===== config.mk =====
export PLATFORM = sky130hd
export DESIGN_NAME = vdp_sprite_linebuf
export DESIGN_NICKNAME = d
export VERILOG_FILES = /design/src/rtl/vdp_pkg.sv /design/src/rtl/vdp_sprite_entry_decode.sv /design/src/rtl/vdp_sprite_linebuf.sv
export SDC_FILE = /design/constraint.sdc
export NUM_CORES = 1
export LEC_CHECK = 0
export CAP_MARGIN = 25
export CORE_ASPECT_RATIO = 1.5
export CORE_MARGIN = 3
export CORE_UTILIZATION = 43
export CTS_BUF_LIST = sky130_fd_sc_hd__clkbuf_8
export DETAILED_ROUTE_END_ITERATION = 10
export GPL_ROUTABILITY_DRIVEN = 0
export GPL_TIMING_DRIVEN = 0
export PLACE_DENSITY_LB_ADDON = 0.2
export SYNTH_ARGS = -nofsm -noshare
export SYNTH_HDL_FRONTEND = slang
export SYNTH_SLANG_ARGS = --single-unit

===== constraint.sdc =====
create_clock -name clk -period 10.8 [get_ports clk]
set_clock_uncertainty 0.2 [all_clocks]
set_input_delay 2.16 -clock clk [delete_from_list [all_inputs] [get_ports clk]]
set_output_delay 2.16 -clock clk [all_outputs]
set_load 0.01 [all_outputs]

===== src/rtl/vdp_pkg.sv =====
`default_nettype none
// ---------------------------------------------------------------------------
// vdp_pkg : shared VDP types and constants for the sprite path
// Revision: 1.0
// ---------------------------------------------------------------------------
package vdp_pkg;

   localparam int SPR_PER_LINE = 8;

   typedef struct packed {
      logic            valid;
      logic [7:0]      hpos;
      logic [3:0][7:0] planes;
   } spr_entry_t;

   localparam logic [3:0] SPR_TRANSPARENT = 4'd0;

endpackage
`default_nettype wire


===== src/rtl/vdp_sprite_entry_decode.sv =====
`default_nettype none
// ---------------------------------------------------------------------------
// vdp_sprite_entry_decode : hit test and colour lookup for one sprite entry
// Revision: 1.0
// ---------------------------------------------------------------------------
module vdp_sprite_entry_decode
   import vdp_pkg::*;
(
   input  spr_entry_t entry,
   input  logic [7:0] pix_x,
   output logic       hit,
   output logic [3:0] colour,
   output logic       opaque
);

   logic [8:0] d;
   logic [2:0] b;

   // 9-bit difference so a pixel left of the sprite shows up as negative
   assign d   = {1'b0, pix_x} - {1'b0, entry.hpos};
   assign hit = entry.valid && !d[8] && (d[7:3] == 5'd0);
   assign b   = 3'd7 - d[2:0];

   always_comb begin
      colour = SPR_TRANSPARENT;
      if (hit) begin
         colour = {entry.planes[3][b], entry.planes[2][b],
                   entry.planes[1][b], entry.planes[0][b]};
      end
   end

   assign opaque = hit && (colour != SPR_TRANSPARENT);

endmodule
`default_nettype wire


===== src/rtl/vdp_sprite_linebuf.sv =====
`default_nettype none
// ---------------------------------------------------------------------------
// vdp_sprite_linebuf : double-buffered sprite line buffer with collision and
// overflow status.  Revision: 1.0
// ---------------------------------------------------------------------------
module vdp_sprite_linebuf
   import vdp_pkg::*;
#(
   parameter int SPR_SLOTS = SPR_PER_LINE
)(
   input  logic                         clk,
   input  logic                         rst_L,
   input  logic                         line_swap,
   input  logic                         wr_valid,
   output logic                         wr_ready,
   input  logic [7:0]                   wr_hpos,
   input  logic [3:0][7:0]              wr_planes,
   input  logic                         pix_en,
   input  logic [7:0]                   pix_x,
   output logic                         spr_valid,
   output logic [3:0]                   spr_color,
   input  logic                         status_clr,
   output logic                         collision,
   output logic                         overflow,
   output logic [$clog2(SPR_SLOTS):0]   fill_count
);

   localparam int IW = $clog2(SPR_SLOTS);
   localparam int CW = IW + 1;
   localparam logic [CW-1:0] SLOTS_C = CW'(SPR_SLOTS);

   spr_entry_t       bank_q [2][SPR_SLOTS];
   spr_entry_t       bank_d [2][SPR_SLOTS];
   logic             disp_sel_q, disp_sel_d;
   logic [CW-1:0]    fill_count_q, fill_count_d;
   logic             spr_valid_q, spr_valid_d;
   logic [3:0]       spr_color_q, spr_color_d;
   logic             collision_q, collision_d;
   logic             overflow_q, overflow_d;

   spr_entry_t       disp_entry [SPR_SLOTS];
   logic [SPR_SLOTS-1:0] ent_hit;
   logic [SPR_SLOTS-1:0] ent_opaque;
   logic [3:0]       ent_colour [SPR_SLOTS];

   logic             fill_sel;
   logic [CW-1:0]    cnt;
   logic             win_found;
   logic [3:0]       win_col;
   logic             any_opaque;
   logic             multi_opaque;

   // Fill side: a coincident swap is applied before the write lands
   always_comb begin
      bank_d       = bank_q;
      disp_sel_d   = disp_sel_q;
      fill_sel     = ~disp_sel_q;
      cnt          = fill_count_q;
      overflow_d   = overflow_q;
      if (status_clr) overflow_d = 1'b0;
      if (line_swap) begin
         disp_sel_d = ~disp_sel_q;
         fill_sel   = disp_sel_q;
         cnt        = '0;
         for (int i = 0; i < SPR_SLOTS; i++) begin
            bank_d[fill_sel][i].valid = 1'b0;
         end
      end
      if (wr_valid) begin
         if (cnt < SLOTS_C) begin
            bank_d[fill_sel][cnt[IW-1:0]] = '{valid: 1'b1, hpos: wr_hpos, planes: wr_planes};
            cnt = cnt + CW'(1);
         end else begin
            overflow_d = 1'b1;
         end
      end
      fill_count_d = cnt;
   end

   always_comb begin
      for (int i = 0; i < SPR_SLOTS; i++) begin
         disp_entry[i] = bank_q[disp_sel_q][i];
      end
   end

   generate
      for (genvar g = 0; g < SPR_SLOTS; g++) begin : g_entry
         vdp_sprite_entry_decode u_dec (
            .entry  (disp_entry[g]),
            .pix_x  (pix_x),
            .hit    (ent_hit[g]),
            .colour (ent_colour[g]),
            .opaque (ent_opaque[g])
         );
      end
   endgenerate

   // Lowest index wins: scan from the top so the last assignment is the winner
   always_comb begin
      win_found    = 1'b0;
      win_col      = SPR_TRANSPARENT;
      any_opaque   = 1'b0;
      multi_opaque = 1'b0;
      for (int i = SPR_SLOTS - 1; i >= 0; i--) begin
         if (ent_hit[i] && ent_opaque[i]) begin
            win_found = 1'b1;
            win_col   = ent_colour[i];
            if (any_opaque) multi_opaque = 1'b1;
            any_opaque = 1'b1;
         end
      end
   end

   always_comb begin
      spr_valid_d = 1'b0;
      spr_color_d = spr_color_q;
      collision_d = collision_q;
      if (pix_en) begin
         spr_valid_d = win_found;
         spr_color_d = win_col;
      end
      if (status_clr) collision_d = 1'b0;
      if (pix_en && multi_opaque) collision_d = 1'b1;
   end

   always_ff @(posedge clk or negedge rst_L) begin
      if (!rst_L) begin
         for (int s = 0; s < 2; s++) begin
            for (int i = 0; i < SPR_SLOTS; i++) begin
               bank_q[s][i] <= '0;
            end
         end
         disp_sel_q   <= 1'b0;
         fill_count_q <= '0;
         spr_valid_q  <= 1'b0;
         spr_color_q  <= SPR_TRANSPARENT;
         collision_q  <= 1'b0;
         overflow_q   <= 1'b0;
      end else begin
         bank_q       <= bank_d;
         disp_sel_q   <= disp_sel_d;
         fill_count_q <= fill_count_d;
         spr_valid_q  <= spr_valid_d;
         spr_color_q  <= spr_color_d;
         collision_q  <= collision_d;
         overflow_q   <= overflow_d;
      end
   end

   assign wr_ready   = (fill_count_q < SLOTS_C);
   assign fill_count = fill_count_q;
   assign spr_valid  = spr_valid_q;
   assign spr_color  = spr_color_q;
   assign collision  = collision_q;
   assign overflow   = overflow_q;

endmodule
`default_nettype wire

# Yosys cells after proc, flatten, opt, wreduce, memory -nomap -nowiden
# Cells that the tools add are included.
op_classes:
  n_reduce_logical: 61
  bitwise_logic: 4
  order_cmp: 16
  add_sub_neg: 17
  n_mux: 147
op_table:
  columns: ["operator", "count"]
  rows:
  - ["bitwise mux 656 bit", 9]
  - ["demux 328 bit (select 1 bit)", 9]
  - ["two-way mux 656 bit", 3]
  - ["two-way mux 328 bit", 5]
  - ["two-way mux 287 bit", 1]
  - ["two-way mux 246 bit", 1]
  - ["two-way mux 205 bit", 1]
  - ["two-way mux 164 bit", 1]
  - ["demux 41 bit (select 3 bit)", 1]
  - ["two-way mux 123 bit", 1]
  - ["binary-select mux 1 bit (select 3 bit)", 32]
  - ["two-way mux 41 bit", 2]
  - ["two-way mux 82 bit", 1]
  - ["two-way mux 4 bit", 19]
  - ["subtractor 8 x 8 -> 9 bit", 8]
  - ["two-way mux 1 bit", 61]
  - ["zero test 5 bit", 8]
  - ["logical AND 1 bit", 36]
  - ["less-than comparator 3 x 4 -> 1 bit, second input constant", 8]
  - ["nonzero test 4 bit", 8]
  - ["subtractor 3 bit, first input constant", 8]
  - ["zero test 1 bit", 8]
  - ["less-than comparator 4 bit, second input constant", 2]
  - ["adder 4 x 1 -> 4 bit, second input constant", 1]
  - ["8 further kinds", 11]
totals:
  output_inout_bits: 12
  inputBits: 54
  elab_cells: 347
  regBits: 668

# Logic depth before layout (Yosys ltp)
logic_depth:
  depth_word: 29
  depth_mapped: 20
  depth_no_buf: 12

# Cells and area by module
# Synthesis repeated with hierarchy kept, for this count alone.
unflattened:
  hier_cells: 2524
  area_unflattened_um2: 34615.7
modules_own_cells:
  columns: ["module", "cells_each", "n_inst", "seq_area_each_um2", "area_each_um2"]
  rows:
  - ["vdp_sprite_linebuf", 1952, 1, 16716.0, 29443.2]
  - ["vdp_sprite_entry_decode (g_entry[0].u_dec ...)", 73, 5, 0.0, 653.1]
  - ["vdp_sprite_entry_decode (g_entry[5].u_dec ...)", 69, 3, 0.0, 635.6]

# Least setup slack after synthesis
# No wires, ideal clock.
synth_timing:
  path_kind: "input-to-reg"
  startpoint: "input port pix_x[0]"
  endpoint: "register spr_color_q[0] (netlist: spr_color[0])"
  setup_time_ns: 0.066
  arrival_ns: 5.651
  setup_slack_ns: 4.883
  t_required_ns: 10.534
  path_stages: 13
  n_path_buf: 2
  path_cell_list: "inv_1 -> ha_1 -> fa_1 -> clkbuf_1 -> buf_1 -> mux4_2 -> a22oi_1 -> nand3_1 -> or4_4 -> a21bo_1 -> or3b_1 -> a311oi_1 -> o31a_1"
synth_between:
  elab_chain_cells: 16
  word_cells_on_any_way: 152
synth_rtl:
  columns: ["element", "line_no", "source"]
  rows:
  - ["start, declared", "vdp_sprite_linebuf.sv:19", "input logic [7:0] pix_x,"]
  - ["subtractor 8 x 8 -> 9 bit", "vdp_sprite_entry_decode.sv:20", "assign d = {1'b0, pix_x} - {1'b0, entry.hpos};"]
  - ["subtractor 3 bit or zero test 1 bit (tied branches)", "vdp_sprite_entry_decode.sv:22, vdp_sprite_entry_decode.sv:21", null]
  - ["binary-select mux 1 bit (select 3 bit) (tied with other cells)", "vdp_sprite_entry_decode.sv:28", "entry.planes[1][b], entry.planes[0][b]};"]
  - ["two-way mux 1 bit (implied by the code) (tied with other cells)", "vdp_sprite_entry_decode.sv:28", null]
  - ["two-way mux 4 bit", "vdp_sprite_entry_decode.sv:26", "if (hit) begin"]
  - ["nonzero test 4 bit", "vdp_sprite_entry_decode.sv:32", "assign opaque = hit && (colour != SPR_TRANSPARENT);"]
  - ["logical AND 1 bit", "vdp_sprite_entry_decode.sv:32", null]
  - ["logical AND 1 bit", "vdp_sprite_linebuf.sv:105", "if (ent_hit[i] && ent_opaque[i]) begin"]
  - ["two-way mux 4 bit (7 in series)", "vdp_sprite_linebuf.sv:105", null]
  - ["two-way mux 4 bit *", "vdp_sprite_linebuf.sv:105", null]
  - ["end signal, assigned", "vdp_sprite_linebuf.sv:144", "spr_color_q <= spr_color_d;"]
  - ["end, declared", "vdp_sprite_linebuf.sv:37", "logic [3:0] spr_color_q, spr_color_d;"]
# Mark *: on every way between the ends. The rest lies on a longest branch, timed or not. The select of a mux whose other input is x is not followed.
# A chain may end at the register's enable or synchronous reset.

# Worst setup path in the final report
layout_timing:
  startpoint: "register disp_sel_q"
  endpoint: "register spr_color_q[0] (netlist: spr_color[0])"
layout_between:
  elab_chain_cells: 20
  word_cells_on_any_way: 156
layout_rtl:
  columns: ["element", "line_no", "source"]
  rows:
  - ["start, declared", "vdp_sprite_linebuf.sv:34", "logic disp_sel_q, disp_sel_d;"]
  - ["start signal, assigned", "vdp_sprite_linebuf.sv:141", "disp_sel_q <= disp_sel_d;"]
  - ["NOT 1 -> 2 bit (implied by the code) *", "vdp_sprite_linebuf.sv:82", "disp_entry[i] = bank_q[disp_sel_q][i];"]
  - ["two-way mux 328 bit (implied by the code) * (3 in series)", "vdp_sprite_linebuf.sv:82", null]
  - ["subtractor 8 x 8 -> 9 bit", "vdp_sprite_entry_decode.sv:20", null]
  - ["subtractor 3 bit or zero test 1 bit (tied branches)", "vdp_sprite_entry_decode.sv:22, vdp_sprite_entry_decode.sv:21", null]
  - ["binary-select mux 1 bit (select 3 bit) (tied with other cells)", "vdp_sprite_entry_decode.sv:28", null]
  - ["two-way mux 1 bit (implied by the code) (tied with other cells)", "vdp_sprite_entry_decode.sv:28", null]
  - ["two-way mux 4 bit", "vdp_sprite_entry_decode.sv:26", null]
  - ["nonzero test 4 bit", "vdp_sprite_entry_decode.sv:32", null]
  - ["logical AND 1 bit", "vdp_sprite_entry_decode.sv:32", null]
  - ["logical AND 1 bit", "vdp_sprite_linebuf.sv:105", null]
  - ["two-way mux 4 bit (7 in series)", "vdp_sprite_linebuf.sv:105", null]
  - ["two-way mux 4 bit *", "vdp_sprite_linebuf.sv:105", null]
# Marked as above.

==> results.md <==
* Ys async rst share at 100.0%
* Post-CTS setup buffer count at 0
* Syn. warnings at 0
* Synth unique cells at roughly 70
* DIE AREA at approximately 79000 um^2
* DRC Markers at 0
* Post-CTS Hold Buffers at 0
* Total GRT Usage at 25.43%
* Top FF cell, synth: dfrtp_1
* CTS HTree Levels at 3
* Max Cap Viol at 0
* Number of global-route vias before repair at between 20k and 25k
* Final Routed Wirelength at ~100000 um
* Required @ worst endpoint at 11.27 ns
* Met1 Usage GRT at 29.64%
* CP max-delay cell: buf_1
* CP Cell Sequence: buf_6, buf_8, buf_6, buf_6, buf_6, buf_2, buf_1, mux2_2, ha_1, fa_1, clkbuf_1, buf_1, mux4_2, a22oi_1, nand3_1, or4_4, a21bo_1, or3b_1, a311oi_1, o31a_1
* Leak pwr at ~0.017 uW
* Post-synth design cell area at about 32000 um^2
* Final period util at around 73%
* Crit end category: flop
* Layout area overhead at 12.84%
* TNS Setup at 0 ns
* Worst path arrival time at 8.34 ns
* Worst skew pair latency at approximately 0.7 ns
* GR Layer Usage met3 at 3.573%
* Final ANT Viol Nets at 0
* Final min period at a little under 8 ns
* Busiest layer in global routing: met2
* Tightest Pin Transition at 1.124 ns
* Buffers added on ports at 64
* Startpoint Class: flop
* FF+latch count, synth at between 600 and 700
* Largest net degree at the start of global routing at 127
* Commonest cells after routing, fill and taps aside: dfrtp_1, mux2_2, mux4_2
* CTS root buffer: clkbuf_8
* Die Ht at 341.7 um
* Drt pass-1 iters at 5
* Outcome: finished clean
* # IOs at 66
* Vias per cell at 5.846
* Resize count post-CTS at 0
* Worst Path Max Fanout at 10
* First-pass GRT wire length at 145600 um
* Nets at about 2.5k
* Syn_area_per_cell at 14.55 um^2
* Slew HR at 25.05%
* Post-DR wirelength/cell at approximately 28 um
* Post-Route Utilization at about half
* Slew Viols, Final at 0
* Die W at around 230 um
* Clock net sink count at 668
* IR drop worst, VDD at 110.3 uV
* Mapped Nets at about 2.3k
* Crit path top cell by count: buf_6
* CTS buffer count at between 100 and 150
* Setup-failing EPs final at 0
* Most common cell after layout, fill and taps aside: dfrtp_1
* Met2 Use GR at approximately 45%
* Post-synth EDFFs at 0
* Clock Path Buffers at 3
* Hold Vio Cnt, Final at 0
* Largest stage delay, worst path at 0.81 ns
* PwrDens at between 200 and 250 nW/um^2
* Initial antenna violation count at 1
* HPWL Detailed at 73950 um
* Clock slew at reported path FFs at 0.07 ns
* FP Rows at 122
* Synthesized instance count at 2220
* Routed via count at 20.32k
* Total gr overflow at 0
* CTS tree: done
* Initial Utilization at 43.55%
* Initial DRC count at 1309
* Core Area at around 74000 um^2
* Fmax at between 100 and 150 MHz
* Share of post-route cells with drive strength above 1 at 39.04%
* Sequential fraction of the synthesis area at 51.73%
* Type of the worst setup path: flop to flop
* Worst hold path class: flop to flop
* RSZ-0062 raised after global routing: false
==> synthesized netlist by cell type, drive strengths merged, types with 3 or more instances <==
master,instances,area (um^2)
o2111ai,7,61.31
o21ai,15,75.07
nand2b,8,50.05
a22oi,8,60.06
nor3,9,50.05
a31oi,7,43.79
o21a,4,30.03
o31ai,3,22.52
o22ai,6,37.54
nor2,40,152.6
dfrtp,668,16720
o211ai,8,60.06
a211oi,5,37.54
xor2,10,87.58
nor4,8,56.30
mux2i,104,1041
xnor2,7,61.31
or4,5,41.29
and3,3,18.77
fa,8,160.2
nand2,70,262.8
a2111oi,5,43.79
mux4,134,3025
nor3b,7,52.55
o31a,4,35.03
buf,74,401.6
nor4b,3,26.28
a21oi,27,138.9
inv,44,165.2
or3b,3,26.28
nand3,49,245.2
a21o,10,75.07
mux2,654,7365
nor2b,19,118.9
nand4,7,43.79
clkbuf,78,292.8
o211a,3,30.03
ha,65,813.3
==> report_power, final <==
part / total, uW / internal [uW] / switching [uW] / leakage, uW
clock: 2100 / 1080 / 1020 / 0.00120
sequential: 3480 / 3160 / 323 / 0.00882
combinational: 3260 / 1650 / 1610 / 0.00708
==> cell families after synthesis <==
group                      count (synthesis)  synth area share, %
DFF                                      668                51.73
and+or+nand+nor                          238                3.718
muxes                                    892                35.38
xor gates and xnor gates                  17               0.4608
adders and majority gates                 73                3.013
buffers and inverters                    196                2.660
AOI/OAI and AO/OA                        136                3.036
==> registers in the layout, indices dropped and copies added, names as in the netlist <==
signal,cells
bank_q,656
collision,1
disp_sel_q,1
fill_count,4
overflow,1
spr_color,4
spr_valid,1
==> worst paths after layout <==
kind / start / to / slack, ns / depth (start not counted)
max: disp_sel_q / spr_color[0] / 2.93 / 20
min: bank_q[327] / bank_q[327] / 0.27 / 2
max reg2reg: disp_sel_q / spr_color[0] / 2.93 / 20
min reg2reg: bank_q[327] / bank_q[327] / 0.27 / 2
max in group asynchronous: rst_L / bank_q[621] / 6.92 / 4
min in group asynchronous: rst_L / bank_q[392] / 1.22 / 1
==> critical path: cells and delay by family (launching register included) <==
| kind | cells | cell delay, ns |
|---|---|---|
| DFF | 1 | 0.34 |
| adders and majority gates | 2 | 0.72 |
| buffers and inverters | 9 | 3.37 |
| AOI/OAI and AO/OA | 4 | 1.13 |
| and+or+nand+nor | 3 | 1.11 |
| muxes | 2 | 0.86 |
==> layer usage <==
| metal | up-vias | share of wire, % | wire length, um |
|---|---|---|---|
| li1 | 8644 | - | - |
| met1 | 10780 | 38 | 37670 |
| met2 | 623 | 52 | 51350 |
| met3 | 270 | 4.0 | 3982 |
| met4 | 0 | 5.8 | 5732 |
| met5 | - | 0 | 0 |
==> final cells by class <==
| class | count | area (um^2) |
|---|---|---|
| plain buffers | 152 | 694.4 |
| well taps | 992 | 1241 |
| fillers | 6513 | 37730 |
| clock buffers | 131 | 1803 |
| multi-input cells | 1356 | 14740 |
| repair buffers | 80 | 880.8 |
| clock inverters | 51 | 214.0 |
| inverters | 44 | 165.2 |
| flip-flops and latches | 668 | 16720 |
| diodes | 1 | 2.502 |
==> per-stage QoR <==
stage | area, um^2 | cells | worst slack (ns) | hold slack (ns) | power [uW]
6_report | 36460 | 3475 | 2.931 | 0.2747 | 8842
5_1_grt | 36460 | 3475 | 2.677 | 0.3057 | 9301
4_1_cts | 36430 | 3471 | 2.958 | 0.2775 | 8888
3_5_place_dp | 34410 | 3289 | 2.452 | 0.2637 | 6773
3_3_place_gp | 34190 | 3276 | -21.20 | 0.2548 | 6647
2_1_floorplan | 32310 | 2220 | 4.883 | 0.2414 | 5747
Note: power is estimated with default switching activity, not from simulation.
